--- src/rtl/axi4_burst_mem_slave_pkg.sv ---
// Shared types for the AXI4 burst memory slave: burst encodings, response codes
// and the FSM state sets used by the top and the address generator.
package axi4_pkg;

  typedef enum logic [1:0] {
    FIXED = 2'd0,
    INCR  = 2'd1,
    WRAP  = 2'd2
  } burst_e;

  localparam logic [1:0] OKAY   = 2'b00;
  localparam logic [1:0] SLVERR = 2'b10;

  typedef enum logic [1:0] {
    W_IDLE,
    W_DATA,
    W_RESP
  } wstate_e;

  typedef enum logic [1:0] {
    R_IDLE,
    R_ADDR,
    R_DATA
  } rstate_e;

  function automatic logic is_valid_wrap_len(input logic [7:0] len);
    return len inside {8'd1, 8'd3, 8'd7, 8'd15};
  endfunction

endpackage

--- src/rtl/axi4_addr_gen.sv ---
// Combinational next-beat address for FIXED/INCR/WRAP bursts; one instance
// per channel, fed from the latched burst descriptor.
module axi4_addr_gen
  import axi4_pkg::*;
#(
  parameter int ADDR_WIDTH = 16
) (
  input  logic [ADDR_WIDTH-1:0] addr,
  input  logic [7:0]            len,
  input  logic [2:0]            size,
  input  logic [1:0]            burst,
  output logic [ADDR_WIDTH-1:0] next_addr
);

  logic [ADDR_WIDTH-1:0] incr;
  logic [ADDR_WIDTH-1:0] wmask;
  logic [ADDR_WIDTH-1:0] sum;

  always_comb begin
    incr  = ADDR_WIDTH'(1) << size;
    // Wrap window is (len+1) beats wide and naturally aligned to its own size.
    wmask = ((ADDR_WIDTH'(len) + ADDR_WIDTH'(1)) << size) - ADDR_WIDTH'(1);
    sum   = addr + incr;
    case (burst_e'(burst))
      FIXED:   next_addr = addr;
      INCR:    next_addr = sum;
      WRAP:    next_addr = (addr & ~wmask) | (sum & wmask);
      default: next_addr = addr;
    endcase
  end

endmodule

--- src/rtl/axi4_burst_mem_slave.sv ---
// AXI4 memory-mapped slave with FIXED/INCR/WRAP bursts, byte strobes and SLVERR.
// Read and write FSMs share one single-port memory via a round-robin arbiter.
module axi4_burst_mem_slave
  import axi4_pkg::*;
#(
  parameter int DATA_WIDTH = 32,
  parameter int ADDR_WIDTH = 16,
  parameter int DEPTH      = 1024
) (
  input  logic                      ACLK,
  input  logic                      ARESETn,
  input  logic [ADDR_WIDTH-1:0]     AWADDR,
  input  logic [7:0]                AWLEN,
  input  logic [2:0]                AWSIZE,
  input  logic [1:0]                AWBURST,
  input  logic                      AWVALID,
  output logic                      AWREADY,
  input  logic [DATA_WIDTH-1:0]     WDATA,
  input  logic [DATA_WIDTH/8-1:0]   WSTRB,
  input  logic                      WLAST,
  input  logic                      WVALID,
  output logic                      WREADY,
  output logic [1:0]                BRESP,
  output logic                      BVALID,
  input  logic                      BREADY,
  input  logic [ADDR_WIDTH-1:0]     ARADDR,
  input  logic [7:0]                ARLEN,
  input  logic [2:0]                ARSIZE,
  input  logic [1:0]                ARBURST,
  input  logic                      ARVALID,
  output logic                      ARREADY,
  output logic [DATA_WIDTH-1:0]     RDATA,
  output logic [1:0]                RRESP,
  output logic                      RLAST,
  output logic                      RVALID,
  input  logic                      RREADY,
  output logic                      mem_en,
  output logic                      mem_we,
  output logic [DATA_WIDTH/8-1:0]   mem_wstrb,
  output logic [$clog2(DEPTH)-1:0]  mem_addr,
  output logic [DATA_WIDTH-1:0]     mem_wdata,
  input  logic [DATA_WIDTH-1:0]     mem_rdata
);

  localparam int LSB = $clog2(DATA_WIDTH/8);
  localparam int IW  = $clog2(DEPTH);

  function automatic logic burst_err(input logic [ADDR_WIDTH-1:0] a, input logic [7:0] len,
                                     input logic [2:0] size, input logic [1:0] burst);
    logic [31:0] start_w, last_w;
    logic [12:0] end_b;
    logic        e;
    start_w = 32'(a) >> LSB;
    last_w  = start_w + 32'(len);
    end_b   = 13'(a[11:0]) + ((13'(len) + 13'd1) << LSB);
    e = (size != 3'(LSB)) || (burst == 2'b11) || (a[LSB-1:0] != '0) ||
        (burst_e'(burst) == WRAP && !is_valid_wrap_len(len));
    if (burst_e'(burst) == INCR)
      e = e || (start_w >= 32'(DEPTH)) || (last_w >= 32'(DEPTH)) || (end_b > 13'h1000);
    return e;
  endfunction

  wstate_e               wstate_q, wstate_d;
  logic [ADDR_WIDTH-1:0] waddr_q, waddr_d, waddr_nxt;
  logic [7:0]            wlen_q, wlen_d, wbeat_q, wbeat_d;
  logic [2:0]            wsize_q, wsize_d;
  logic [1:0]            wburst_q, wburst_d;
  logic                  werr_q, werr_d, wlerr_q, wlerr_d;
  logic [1:0]            bresp_q, bresp_d;
  logic                  awready_q, awready_d;

  rstate_e               rstate_q, rstate_d;
  logic [ADDR_WIDTH-1:0] raddr_q, raddr_d, raddr_nxt;
  logic [7:0]            rlen_q, rlen_d, rbeat_q, rbeat_d;
  logic [2:0]            rsize_q, rsize_d;
  logic [1:0]            rburst_q, rburst_d;
  logic                  rerr_q, rerr_d, rfirst_q, rfirst_d;
  logic [DATA_WIDTH-1:0] rdata_q, rdata_d;
  logic                  arready_q, arready_d;

  logic prio_w_q, prio_w_d;
  logic w_req, r_req, grant_w, grant_r;

  axi4_addr_gen #(.ADDR_WIDTH(ADDR_WIDTH)) u_wgen (
    .addr(waddr_q), .len(wlen_q), .size(wsize_q), .burst(wburst_q), .next_addr(waddr_nxt)
  );
  axi4_addr_gen #(.ADDR_WIDTH(ADDR_WIDTH)) u_rgen (
    .addr(raddr_q), .len(rlen_q), .size(rsize_q), .burst(rburst_q), .next_addr(raddr_nxt)
  );

  // Erroneous bursts never request the memory; a tie goes to the side not granted last.
  assign w_req   = (wstate_q == W_DATA) && WVALID && !werr_q;
  assign r_req   = (rstate_q == R_ADDR) && !rerr_q;
  assign grant_w = w_req && (!r_req || prio_w_q);
  assign grant_r = r_req && (!w_req || !prio_w_q);

  assign AWREADY = awready_q;
  assign ARREADY = arready_q;
  assign WREADY  = (wstate_q == W_DATA) && (werr_q || grant_w);
  assign BVALID  = (wstate_q == W_RESP);
  assign BRESP   = bresp_q;
  assign RVALID  = (rstate_q == R_DATA);
  assign RRESP   = (RVALID && rerr_q) ? SLVERR : OKAY;
  assign RLAST   = RVALID && (rbeat_q == rlen_q);
  // Memory data is live only in the R_DATA entry cycle; the register holds it afterwards.
  assign RDATA   = rfirst_q ? (rerr_q ? '0 : mem_rdata) : rdata_q;

  always_comb begin
    mem_en    = grant_w || grant_r;
    mem_we    = grant_w;
    mem_wstrb = grant_w ? WSTRB : '0;
    mem_wdata = grant_w ? WDATA : '0;
    mem_addr  = grant_w ? waddr_q[LSB +: IW] : (grant_r ? raddr_q[LSB +: IW] : '0);
  end

  always_comb begin
    wstate_d = wstate_q;
    waddr_d  = waddr_q;
    wlen_d   = wlen_q;
    wbeat_d  = wbeat_q;
    wsize_d  = wsize_q;
    wburst_d = wburst_q;
    werr_d   = werr_q;
    wlerr_d  = wlerr_q;
    bresp_d  = bresp_q;
    case (wstate_q)
      W_IDLE: if (AWVALID && awready_q) begin
        waddr_d  = AWADDR;
        wlen_d   = AWLEN;
        wsize_d  = AWSIZE;
        wburst_d = AWBURST;
        werr_d   = burst_err(AWADDR, AWLEN, AWSIZE, AWBURST);
        wlerr_d  = 1'b0;
        wbeat_d  = '0;
        wstate_d = W_DATA;
      end
      W_DATA: if (WVALID && WREADY) begin
        wbeat_d = 8'(wbeat_q + 8'd1);
        waddr_d = waddr_nxt;
        if (wbeat_q == wlen_q) begin
          wstate_d = W_RESP;
          bresp_d  = (werr_q || wlerr_q || !WLAST) ? SLVERR : OKAY;
        end else if (WLAST) begin
          wlerr_d = 1'b1;
        end
      end
      W_RESP: if (BREADY) begin
        wstate_d = W_IDLE;
        bresp_d  = OKAY;
      end
      default: wstate_d = W_IDLE;
    endcase
    awready_d = (wstate_d == W_IDLE);
  end

  always_comb begin
    rstate_d = rstate_q;
    raddr_d  = raddr_q;
    rlen_d   = rlen_q;
    rbeat_d  = rbeat_q;
    rsize_d  = rsize_q;
    rburst_d = rburst_q;
    rerr_d   = rerr_q;
    rfirst_d = rfirst_q;
    rdata_d  = rdata_q;
    case (rstate_q)
      R_IDLE: if (ARVALID && arready_q) begin
        raddr_d  = ARADDR;
        rlen_d   = ARLEN;
        rsize_d  = ARSIZE;
        rburst_d = ARBURST;
        rerr_d   = burst_err(ARADDR, ARLEN, ARSIZE, ARBURST);
        rbeat_d  = '0;
        rstate_d = R_ADDR;
      end
      R_ADDR: if (rerr_q || grant_r) begin
        rstate_d = R_DATA;
        rfirst_d = 1'b1;
      end
      R_DATA: begin
        if (rfirst_q) begin
          rdata_d  = RDATA;
          rfirst_d = 1'b0;
        end
        if (RREADY) begin
          if (rbeat_q == rlen_q) begin
            rstate_d = R_IDLE;
          end else begin
            rbeat_d  = 8'(rbeat_q + 8'd1);
            raddr_d  = raddr_nxt;
            rstate_d = R_ADDR;
          end
        end
      end
      default: rstate_d = R_IDLE;
    endcase
    arready_d = (rstate_d == R_IDLE);
  end

  always_comb begin
    prio_w_d = prio_w_q;
    if (grant_w)      prio_w_d = 1'b0;
    else if (grant_r) prio_w_d = 1'b1;
  end

  always_ff @(posedge ACLK or negedge ARESETn) begin
    if (!ARESETn) begin
      wstate_q  <= W_IDLE;
      waddr_q   <= '0;
      wlen_q    <= '0;
      wbeat_q   <= '0;
      wsize_q   <= '0;
      wburst_q  <= '0;
      werr_q    <= 1'b0;
      wlerr_q   <= 1'b0;
      bresp_q   <= OKAY;
      awready_q <= 1'b0;
      rstate_q  <= R_IDLE;
      raddr_q   <= '0;
      rlen_q    <= '0;
      rbeat_q   <= '0;
      rsize_q   <= '0;
      rburst_q  <= '0;
      rerr_q    <= 1'b0;
      rfirst_q  <= 1'b0;
      rdata_q   <= '0;
      arready_q <= 1'b0;
      prio_w_q  <= 1'b1;
    end else begin
      wstate_q  <= wstate_d;
      waddr_q   <= waddr_d;
      wlen_q    <= wlen_d;
      wbeat_q   <= wbeat_d;
      wsize_q   <= wsize_d;
      wburst_q  <= wburst_d;
      werr_q    <= werr_d;
      wlerr_q   <= wlerr_d;
      bresp_q   <= bresp_d;
      awready_q <= awready_d;
      rstate_q  <= rstate_d;
      raddr_q   <= raddr_d;
      rlen_q    <= rlen_d;
      rbeat_q   <= rbeat_d;
      rsize_q   <= rsize_d;
      rburst_q  <= rburst_d;
      rerr_q    <= rerr_d;
      rfirst_q  <= rfirst_d;
      rdata_q   <= rdata_d;
      arready_q <= arready_d;
      prio_w_q  <= prio_w_d;
    end
  end

endmodule

--- config.mk ---
export PLATFORM = sky130hd
export DESIGN_NAME = axi4_burst_mem_slave
export DESIGN_NICKNAME = d
export VERILOG_FILES = /design/src/rtl/axi4_burst_mem_slave_pkg.sv /design/src/rtl/axi4_addr_gen.sv /design/src/rtl/axi4_burst_mem_slave.sv
export SDC_FILE = /design/constraint.sdc
export NUM_CORES = 1
export LEC_CHECK = 0
export ABC_AREA = 1
export CELL_PAD_IN_SITES_DETAIL_PLACEMENT = 0
export CELL_PAD_IN_SITES_GLOBAL_PLACEMENT = 2
export CORE_MARGIN = 1.5
export CORE_UTILIZATION = 30
export DETAILED_ROUTE_END_ITERATION = 16
export PLACE_DENSITY = 0.91
export SETUP_SLACK_MARGIN = 0.2
export SLEW_MARGIN = 20
export SYNTH_ARGS = -nofsm -noshare
export SYNTH_HDL_FRONTEND = slang
export SYNTH_SLANG_ARGS = --single-unit
export TNS_END_PERCENT = 10
--- constraint.sdc ---
create_clock -name ACLK -period 5.2 [get_ports ACLK]
set_clock_uncertainty 0.2 [all_clocks]
set_input_delay 0.52 -clock ACLK [delete_from_list [all_inputs] [get_ports ACLK]]
set_output_delay 0.52 -clock ACLK [all_outputs]
set_load 0.01 [all_outputs]
### After elaboration in Yosys (flattened, before gate mapping)

Cells that the tools add are included.
W data, S select, Z words.

| word-level totals | value |
|---|---|
| word-level logic and storage cells | 203 |
| output and inout port bits | 90 |
| register bits | 119 |

| cells by class | value |
|---|---|
| bitwise logic cells | 8 |
| reduce and logical (&&, ||, !) cells | 63 |
| $lt $le $gt $ge | 6 |
| add/sub/neg operators | 14 |
| eq/ne operators | 38 |
| mux-type cells | 49 |
| shift-type cells | 4 |

Operators by type and width:

| operator | count |
|---|---|
| $pmux W16 S2 | 4 |
| $mux W32 | 3 |
| $mux W16 | 5 |
| $and A16 B16 Y16 | 4 |
| $mux W8 | 5 |
| $add A8 B1 Y9 const B | 4 |
| $add A16 B16 Y16 | 2 |
| $not A16 Y16 | 2 |
| $or A16 B16 Y16 | 2 |
| $pmux W8 S2 | 2 |
| $shl A1 B3 Y16 const A | 2 |
| $shl A16 B3 Y16 | 2 |
| $sub A16 B1 Y16 const B | 2 |
| $add A14 B8 Y15 | 2 |
| $ge A15 B11 Y1 const B | 2 |
| $ge A14 B11 Y1 const B | 2 |
| $add A12 B11 Y13 | 2 |
| $gt A13 B13 Y1 const B | 2 |
| $mux W2 | 12 |
| $mux W10 | 2 |
| $logic_or A1 B1 Y1 | 19 |
| $add A8 B1 Y8 const B | 2 |
| $eq A2 B2 Y1 const B | 8 |
| $eq A8 B1 Y1 const B | 2 |
| 23 further kinds | 88 |

### Longest topological paths before layout

Gate-level depths: netlist of run 1.

| logic depth | value |
|---|---|
| depth after elaboration | 11 |
| depth in mapped cells | 20 |

### Modules after synthesis

From an unflattened synthesis of run 1, not the netlist that was laid out.

| second synthesis, totals | value |
|---|---|
| cell total of the unflattened synthesis | 1955 |
| area, all modules | 12515.8 µm² |

By module, submodules not included:

| module | area each (µm²) | instances | cells each | sequential area each (µm²) |
|---|---|---|---|---|
| axi4_burst_mem_slave | 7822.5 | 1 | 1102 | 2954.1 |
| axi4_addr_gen at u_wgen | 2356.0 | 1 | 423 | 0.0 |
| axi4_addr_gen at u_rgen | 2337.2 | 1 | 430 | 0.0 |

### Worst setup path before layout of run 1

Ideal clock, no wire load.

| timing path | value |
|---|---|
| path type | input port to flip-flop |
| from | input port AWLEN[0] |
| to | register werr_q |
| stages | 17 |
| path slack | 2.387 ns |
| buffers on the path | 0 |
| data required time | 4.871 ns |
| arrival time | 2.484 ns |
| setup time | 0.129 ns |
| cells stage by stage | ha_1 inv_1 nor3_1 xor2_1 inv_1 ha_1 inv_1 o21ai_0 a21oi_1 o21ai_0 xor2_1 nor2_1 nand2_1 o21bai_1 nand2_1 nand2_1 a21oi_1 |

| on the way | value |
|---|---|
| longest elaborated chain between the ends | 9 |
| elaborated cells on any way between the ends | 17 |
| classes of those cells | 3 x add/sub; 2 x order compare; 4 x eq/ne; 1 x mux; 7 x reduce/logical |

Ends and longest elaborated chain:

| what | line | source |
|---|---|---|
| start, declared | axi4_burst_mem_slave.sv:13 | `input logic [7:0] AWLEN,` |
| parallel branches: the longest is 8 deep, another holds $add A12 B11 Y13 | - |  |
| $mux W1 * | axi4_burst_mem_slave.sv:58 | `if (burst_e'(burst) == INCR)` |
| end signal, assigned | axi4_burst_mem_slave.sv:236 | `werr_q <= werr_d;` |
| end, declared | axi4_burst_mem_slave.sv:68 | `logic werr_q, werr_d, wlerr_q, wlerr_d;` |

Mark *: on every way between the ends.
A chain may end at the register's enable or synchronous reset.

### Worst setup path after layout of run 1

| timing path | value |
|---|---|
| from | register rfirst_q |
| to | output port RDATA[9] |

| on the way | value |
|---|---|
| longest elaborated chain between the ends | 1 |

Ends and longest elaborated chain:

| what | line | source |
|---|---|---|
| start, declared | axi4_burst_mem_slave.sv:77 | `logic rerr_q, rerr_d, rfirst_q, rfirst_d;` |
| start signal, assigned | axi4_burst_mem_slave.sv:247 | `rfirst_q <= rfirst_d;` |
| $mux W32 | axi4_burst_mem_slave.sv:106 | `assign RDATA = rfirst_q ? (rerr_q ? '0 : mem_rdata) : rdata_q;` |
| end, declared | axi4_burst_mem_slave.sv:32 | `output logic [DATA_WIDTH-1:0] RDATA,` |

Every way passes these cells.

==> results.yml, run 1 <==
power:
  vdd_drop_max_mv: 0.195
  power.leakage_nw: 6.04
  power_density_nw_per_um2: 479
  power_mw: 6.19
status:
  status: "complete, no violations"
place:
  port_buffers: 221
  dp_hpwl_mm: 25.9
  place.gp.congestion: 0.870
  dp_cells: 2141
floorplan:
  dieArea_sq_um: 34300
  core_sq_um: 32600
  io_pins: 224
  num_rows: 66
  initial_core_util_pct: 30.5
  die_w_um: 185
  die_h_um: 185
route:
  antenna_left: 0
  dr_total_vias: 9994
  vias_per_cell: 4.63
  wl_per_cell_um: 14.8
  drc: 0
  wl_mm: 31.9
  dr.first_iter.drc_count: 502
  dr.pass1.iters: 6
clocking:
  insertion_delay_ps: 390
  ctsHoldBuffers: 0
  ctsResizeCount: 0
  cts_buffer_depth: 2
  cts_tree: "done"
  cts_sinks: 110
  cts_buffers: 9
  clock_tree.root_cell: "clkbuf_16"
  cts.htree.levels: 3
  post_cts_buffers: 0
  path_clk_slew_ps: 90
worst_setup_path:
  worstRegToRegCells: 19
  crit_arrival_ps: 3060
  rr_startpoint: "wsize_q[1]$_DFFE_PN0P_"
  crit_fanout: 33
  reg2reg_slack_ps: 1840
  cp-start-kind: "flip-flop"
  end_kind: "output pin"
  crit_type: "flip-flop to output pin"
  required_ps: 4480
grt:
  track_usage_pct: 19.0
  grt_pass1_vias: 9645
  use_met3_pct: 2.60
  grt_pass1_wl_mm: 50.7
  grtUsageMet2_pct: 32.7
  grt.busiest_layer: "met2"
  grt-ovfl-total: 0
  use_met1_pct: 24.8
  grt_max_degree: 62
  antenna_found_initial: 1
logic_synthesis:
  ys_seq_area_share_pct: 27.7
  async_reset_ff_share_pct: 100
  ys_warn_count: 0
  synth-seq-cells: 110
  syn-cell-area_sq_um: 9960
  synthFlopType: "dfrtp_1"
  synth_cell_types: 55
  synth_edf_count: 0
  synth_cells: 1515
  syn_avg_cell_area_sq_um: 6.57
timing:
  slew_viol_final: 0
  fin_crit_ps: 3780
  fmax_mhz: 264
  relSlewSlack_pct: 30.6
  max_slew.worst_pin.slew_ps: 1040
  final_hold_viol_count: 0
  rsz0062_at_grt: "no"
  timing.final.crit_share_pct: 72.7
  setup_viol: 0
  setup_tns_ps: 0
finish:
  final_util_pct: 39.6
  drive_gt1_share_pct: 6.29
  seqCellArea_sq_um: 2750
  fin_nets: 1911
  fin_cells: 2158
  fillers: 3471
  insertedDiodeCount: 0
  syn_to_final_growth_pct: 29.8
  multi_input_area_sq_um: 6100
worst_hold_path:
  hold_class: "input pin to async pin"
job:
  maxCapViolCount: 0
==> synthesized netlist by cell type (6+ instances only) <==
library cell | n | area share, %
nand2_2 | 19 | 1.2
nor2_4 | 9 | 1.0
o21ai_0 | 147 | 7.4
clkbuf_1 | 25 | 0.94
nand3_2 | 11 | 1.1
xor2_1 | 29 | 2.6
buf_4 | 6 | 0.45
nor2_2 | 6 | 0.38
dfrtp_1 | 109 | 27
nor2_1 | 112 | 4.2
buf_2 | 12 | 0.60
o21ai_2 | 7 | 0.62
mux2i_1 | 6 | 0.60
a22o_1 | 6 | 0.53
nand4_1 | 16 | 1.0
inv_1 | 219 | 8.3
nand3_1 | 120 | 6.0
fa_1 | 6 | 1.2
a21oi_1 | 66 | 3.3
nor3_1 | 34 | 1.7
o21ai_1 | 14 | 0.70
nand2_1 | 391 | 15
inv_2 | 17 | 0.64
xnor2_1 | 13 | 1.1
ha_1 | 60 | 7.5
==> area by class of cell <==
class | instances | area share [%]
Clock inverter | 7 | 0.687
Clock buffer | 9 | 1.74
Inverter | 240 | 6.97
Multi-Input combinational cell | 1121 | 47.2
Tap cell | 442 | 4.28
Timing Repair Buffer | 229 | 17.8
Sequential cell | 110 | 21.3
==> layer usage <==
layer / vias up / wire, um
li1: 5271 / -
met1: 4542 / 14900
met2: 151 / 15500
met3: 28 / 929
met4: 2 / 520
met5: - / 13
==> cell usage in the layout (no fill, tap or decap), types with 6 or more instances in the layout <==
cell type	synthesis	final
xor2_1	29	29
fa_1	6	6
nor3_1	34	34
o21ai_2	7	7
nand3_1	120	120
nand2_1	391	391
nand4_1	16	16
dfrtp_1	109	109
nor2_1	112	111
xnor2_1	13	13
o21ai_1	14	14
nor2_4	9	10
nand2_2	19	19
mux2i_1	6	6
a22o_1	6	6
a21oi_1	66	66
clkbuf_16	0	9
clkdlybuf4s50_1	0	220
inv_2	17	17
nand3_2	11	11
nor2_2	6	6
ha_1	60	60
inv_1	219	219
o21ai_0	147	147
buf_4	6	7
==> critical path, cell delays in order, from the launching register on <==
cell and delay, ps:
dfrtp_1 1040, inv_1 250, nor2_2 140, buf_4 350, nand2_1 110, o21ai_0 130, clkdlybuf4s50_1 620
==> power breakdown <==
| part | internal, mW | total (mW) | switching (mW) |
|---|---|---|---|
| clock | 0.346 | 0.740 | 0.394 |
| sequential | 1.22 | 1.67 | 0.452 |
| combinational | 1.44 | 3.78 | 2.34 |
| total | 3.01 | 6.19 | 3.18 |
==> stage by stage <==
step / setup slack [ps] / hold slack, ps / area [sq um]
global route: 1170 / 90.1 / 12900
finish: 1420 / 33.0 / 12900
CTS: 969 / 56.5 / 12900
global placement: 1480 / 269 / 12600
detailed placement: 1410 / 267 / 12600
floorplan: 2390 / 24.4 / 9960
==> logic make-up (layout without fill, tap and decap cells) <==
| logic type | Yosys count | count (layout) | synth area share, % |
|---|---|---|---|
| AOI/OAI and AO/OA | 264 | 264 | 14.5 |
| adders and majority gates | 66 | 66 | 8.75 |
| DFF | 110 | 110 | 27.7 |
| buffers and inverters | 285 | 485 | 11.2 |
| xor gates and xnor gates | 42 | 42 | 3.69 |
| other | 1 | 2 | 0.0377 |
| and+or+nand+nor | 736 | 736 | 33.0 |
| muxes | 11 | 11 | 1.17 |
==> worst max-delay path by stage <==
stage                     startpoint                  to  slack, ps  cells after the start
2_1_floorplan               AWLEN[0]  werr_q$_DFFE_PN0P_       2390                     17
3_3_place_gp   rstate_q[1]$_DFF_PN0_         mem_addr[1]       1480                      8
3_5_place_dp   rstate_q[1]$_DFF_PN0_         mem_addr[2]       1410                      8
4_1_cts        rstate_q[1]$_DFF_PN0_         mem_addr[2]        970                      8
5_1_grt         rfirst_q$_DFFE_PN0P_            RDATA[6]       1170                      6
6_report        rfirst_q$_DFFE_PN0P_            RDATA[9]       1420                      6
Note: power is estimated with default switching activity, not from simulation.
==> inputs of run 2 (changes only) <==
- CORE_UTILIZATION: 30 -> 25
- PLACE_DENSITY: 0.91 -> 0.81
- clock period: 5.2 -> 3.2 ns (I/O delays scaled with it)
==> run 2 against run 1 <==
Cell area increased by 5.6%. Non-clock buffer count increased by 66. Routed wire length increased by 6.8%. Critical path type unchanged.
==> results.yml, run 2 (synthesis gave the netlist of run 1 again) <==
power:
  clkPwrFrac_pct: 11.6
  power.leakage_nw: 6.47
  combPwrFrac_pct: 64.3
  power.switching_mw: 5.32
  swShare_pct: 50.9
  power_density_nw_per_um2: 766
  power_frac_seq_pct: 24.1
  vdd_drop_max_mv: 0.340
  p_int_mw: 5.14
timing:
  timing.final.crit_share_pct: 91.3
  slew_viol_final: 0
  fmax_mhz: 342
  max_slew.worst_pin.slew_ps: 560
  setup_viol: 0
  whs_ps: 183
  fin_crit_ps: 2920
  final_hold_viol_count: 0
  relSlewSlack_pct: 62.1
  rsz0062_at_grt: "yes"
job:
  maxCapViolCount: 0
grt:
  grt_pass1_vias: 10200
  grt_max_degree: 65
  grt_pass1_wl_mm: 54.6
  grt-ovfl-total: 0
  track_usage_pct: 16.7
  antenna_found_initial: 0
worst_hold_path:
  hold_class: "input pin to flip-flop"
clocking:
  cts_tree: "done"
  clock_tree.root_cell: "clkbuf_16"
  cts_buffers: 9
  path_clk_slew_ps: 90
  cts.htree.levels: 3
  insertion_delay_ps: 380
  cts_sinks: 110
  cts_buffer_depth: 2
status:
  status: "complete, no violations"
route:
  drc: 0
  wl_mm: 34.0
  dr_total_vias: 10400
  wl_per_cell_um: 14.8
  vias_per_cell: 4.51
  antenna_left: 0
  dr.first_iter.drc_count: 410
  dr.pass1.iters: 4
worst_setup_path:
  end_kind: "output pin"
  required_ps: 2680
  crit_type: "flip-flop to output pin"
  cp-start-kind: "flip-flop"
  crit_arrival_ps: 2400
  crit_fanout: 7
finish:
  syn_to_final_growth_pct: 37.1
  layout_common_cells: "391 x nand2_1, 216 x inv_1, 208 x clkdlybuf4s50_1"
  fin_cells: 2300
  fin_nets: 1977
  drive_gt1_share_pct: 11.3
  fillers: 4211
  final_common_cell: "nand2_1"
  insertedDiodeCount: 0
floorplan:
  die_w_um: 203
  core_sq_um: 39000
  initial_core_util_pct: 25.5
  num_rows: 72
  die_h_um: 203
  io_pins: 224
  dieArea_sq_um: 41000
place:
  place.gp.congestion: 0.854
  dp_hpwl_mm: 27.7
  port_buffers: 221
  dp_cells: 2276
==> run 2: worst max-delay path: stages, from the launching register on <==
cell and delay (ps):
dfrtp_1 370, inv_1 80, nand2_1 110, inv_4 80, nand2_1 80, nor2_4 220, o21ai_4 100, clkinvlp_4 160
a22o_1 250, clkdlybuf4s50_1 560
==> run 2: repair_timing <==
action,4_1_cts,5_1_grt
setup endpoints to repair,51,62
gates resized for setup,6,49
gates cloned,0,0
hold endpoints to repair,37,0
buffers inserted,0,7
pin swaps,0,12
hold buffers,1,0
==> run 2: final timing paths <==
| path | cells after the start | slack, ps | to | start |
|---|---|---|---|---|
| max reg2reg | 14 | 410 | flip-flop | wsize_q[0]$_DFFE_PN0P_ |
| max in group asynchronous | 4 | 1610 | ARREADY$_DFF_PN0_ | ARESETn |
| min | 4 | 180 | rlen_q[0]$_DFFE_PN0P_ | ARLEN[0] |
| max | 9 | 280 | mem_addr[3] | wstate_q[1]$_DFF_PN0_ |
| min in group asynchronous | 2 | 270 | wburst_q[1]$_DFFE_PN0P_ | ARESETn |
| min reg2reg | 2 | 290 | flip-flop | flip-flop |
==> run 2: per-stage QoR <==
| stage | util (%) | power [mW] | instance area (sq um) | setup slack (ps) | TNS, ps |
|---|---|---|---|---|---|
| after CTS | 34.5 | 10.5 | 13400 | 61.6 | 0 |
| after global placement | 33.6 | 9.14 | 13100 | -244 | -362 |
| final | 35.0 | 10.5 | 13700 | 278 | 0 |
| after global routing | 35.0 | 11.6 | 13700 | 127 | 0 |
| after floorplan | - | 7.03 | 9960 | 480 | 0 |
| after detailed placement | 33.6 | 9.17 | 13100 | -221 | -386 |
==> run 2: final cells by class <==
type	count	area (sq um)	area share, %
Multi-Input combinational cell	1121	6230	45.6
Sequential cell	110	2760	20.2
Inverter	240	912	6.68
Timing Repair Buffer	295	2800	20.5
Tap cell	518	648	4.75
Clock inverter	7	91.3	0.669
Clock buffer	9	225	1.65
==> run 2: per-layer routing <==
layer | track usage, % | wire [um] | vias up
met1 | 21.7 | 15800 | 4824
met2 | 28.9 | 16600 | 133
met3 | 2.50 | 977 | 23
met4 | 4.13 | 606 | 0
met5 | 0 | 0 | -
li1 | - | - | 5398
==> run 2: power groups by stage <==
| stage | clock (mW) | combinational [mW] | sequential [mW] |
|---|---|---|---|
| 2_1_floorplan | 0 | 4.66 | 2.37 |
| 3_3_place_gp | 0 | 6.61 | 2.53 |
| 3_5_place_dp | 0 | 6.64 | 2.54 |
| 4_1_cts | 1.26 | 6.68 | 2.51 |
| 5_1_grt | 1.32 | 7.62 | 2.62 |
| 6_report | 1.21 | 6.72 | 2.52 |
==> RTL edit: new RTL, settings of run 2 <==
Make the reset (`ARESETn`) synchronous in one clocked block.
--- a/src/rtl/axi4_burst_mem_slave.sv
+++ b/src/rtl/axi4_burst_mem_slave.sv
@@ -203,7 +203,7 @@
     else if (grant_r) prio_w_d = 1'b1;
   end
 
-  always_ff @(posedge ACLK or negedge ARESETn) begin
+  always_ff @(posedge ACLK) begin
     if (!ARESETn) begin
       wstate_q  <= W_IDLE;
       waddr_q   <= '0;
Behaviour: differs if ARESETn is asserted again (counterexample within 4 cycles, from zero or initial values and one cycle with ARESETn low); with ARESETn held inactive, the same outputs for 4 cycles.
==> RTL edit against run 2 <==
  * Routed wire length increased by 2.6%
  * Sequential cell count did not move
  * Critical path depth is 2 lower
  * Largest cell class unchanged
  * Area after synthesis decreased by 2.2%
  * Register-to-register slack worse by 0.04 ns
  * Setup slack gained 0.0077 ns
  * Non-clock buffer count up 15
  * Synthesized cell count grew 6.0%
  * Design area is 0.94% lower
  * Highest routed layer unchanged
Power is not compared: it rests on default switching activity, and its combinational part moved more than twofold at a synthesized area within 25%.
==> RTL edit: results (changes against run 2) <==
Dpl hpwl - 28.0 mm (+1.0%)
Adder-Cell Fraction of Synth Area - 9.20% (+0.46 points)
Fraction of layout cells with a size suffix above 1 - 10.2% (-1.2 points)
Sequential area share after synthesis - 22.6% (-5.0 points)
# port buffers - 221 (unchanged)
Most common flop cell mapped by yosys - dfxtp_1
Worst hold path depth - 5 (+1)
Routed via count - 11.1k (+6.5%)
Hold WS - 0.142 ns (-0.0414 ns)
Inserted Diodes - 1 (+1)
Routability Congestion - 0.855 (+0.18%)
Seq_cells - 110 (unchanged)
Total GRT Usage - 17.0% (+0.27 points)
Compound-Gate Fraction of Synth Area - 16.0% (+1.5 points)
Crit path max-delay family - buffers and inverters
RR Startpoint - rsize_q[0]$_SDFFE_PN0P_
Vias in the first global route - 10.5k (+3.1%)
Initial DRC Count - 500 (+22%)
Synth top cells by count - nand2_1, inv_1, nand3_1, nor2_1, a21oi_1
CP Launch Point - rlen_q[2]$_SDFFE_PN0P_
Multi-input logic area - 0.00664 mm2 (+6.7%)
Hold endpoint - wbeat_q[7]$_SDFFE_PN0P_
Multi-Input Combinational - 1221 (+8.9%)
Crit path to - RLAST
NonClk Buf Share - 21.5% (+1.0 points)
Invs w/o clock - 221 (-7.9%)
Routed wire length - 34.9 mm (+2.6%)
Xor and xnor area share after synthesis - 3.78% (+0.085 points)
Multiplexer share of the synthesized area - 0.514% (-0.65 points)
Largest net degree at the start of global routing - 67 (+3.1%)
Seq. cell area - 0.00220 mm2 (-20%)
Pre-antenna DRT Iters - 5 (+1)
Hold path startpoint - ARESETn
FFs w/ async S/R, synth - 0% (-100 points)
Synth area leaders - dfxtp_1, nand2_1, nand3_1
Status - finished clean
R2r setup slk - 0.37 ns (-0.04 ns)
Nets - 2075 (+5.0%)
First-pass GRT wire length - 55.4 mm (+1.4%)
Worst-margin pin slew - 0.860 ns (+0.300 ns)
Crit-path slowest cell - dfxtp_1
Unique masters post-synth - 49 (-11%)
# fillers - 4231 (+0.47%)
Clk tree area frac - 2.14% (-0.18 points)
Antenna violations before repair - 1 (+1)
Number of signal-net buffers in the layout - 310 (+5.1%)
## RTL edit: cell types whose count changed after synthesis, moves of 19 or more
| cell | change |
|---|---|
| dfxtp_1 | +110 |
| o21ai_0 | -52 |
| a21oi_1 | +59 |
| dfrtp_1 | -109 |
| nand2_1 | +19 |
| nor2_1 | +38 |
| nand3_1 | +40 |
## RTL edit: kinds of logic (layout without fill, tap and decap cells)
kind of cell / Yosys count / count (layout)
xor gates and xnor gates: 42 / 42
AOI/OAI and AO/OA: 282 / 282
adders and majority gates: 68 / 68
and+or+nand+nor: 822 / 822
buffers and inverters: 276 / 547
muxes: 5 / 5
other: 1 / 3
DFF: 110 / 110
## RTL edit: metrics by stage
step / cells / power (mW) / cell area (um2) / setup WS (ns)
global placement: 2374 / 2.96 / 13000 / -0.189
global route: 2396 / 4.43 / 13500 / 0.144
CTS: 2390 / 4.15 / 13300 / 0.203
detailed placement: 2374 / 2.97 / 13000 / -0.179
finish: 2397 / 4.16 / 13500 / 0.286
floorplan: 1607 / 2.37 / 9740 / 0.422
## RTL edit: where the power goes
part	switching [mW]	internal [mW]	total (mW)
clock	0.618	0.549	1.17
combinational	0.834	0.643	1.48
sequential	0.0764	1.44	1.51
## RTL edit: layer usage
| layer | routed length [um] | vias up | GRT usage (%) |
|---|---|---|---|
| li1 | - | 5761 | - |
| met4 | 443 | 0 | 3.46 |
| met3 | 1860 | 18 | 2.85 |
| met5 | 0 | - | 0 |
| met1 | 16800 | 5022 | 23.6 |
| met2 | 15800 | 252 | 27.6 |
## RTL edit: what timing repair did
action | in CTS | in global routing
pin swaps | 0 | 10
setup endpoints to repair | 43 | 46
buffers inserted | 0 | 5
resized for setup | 4 | 35
cloned | 0 | 1
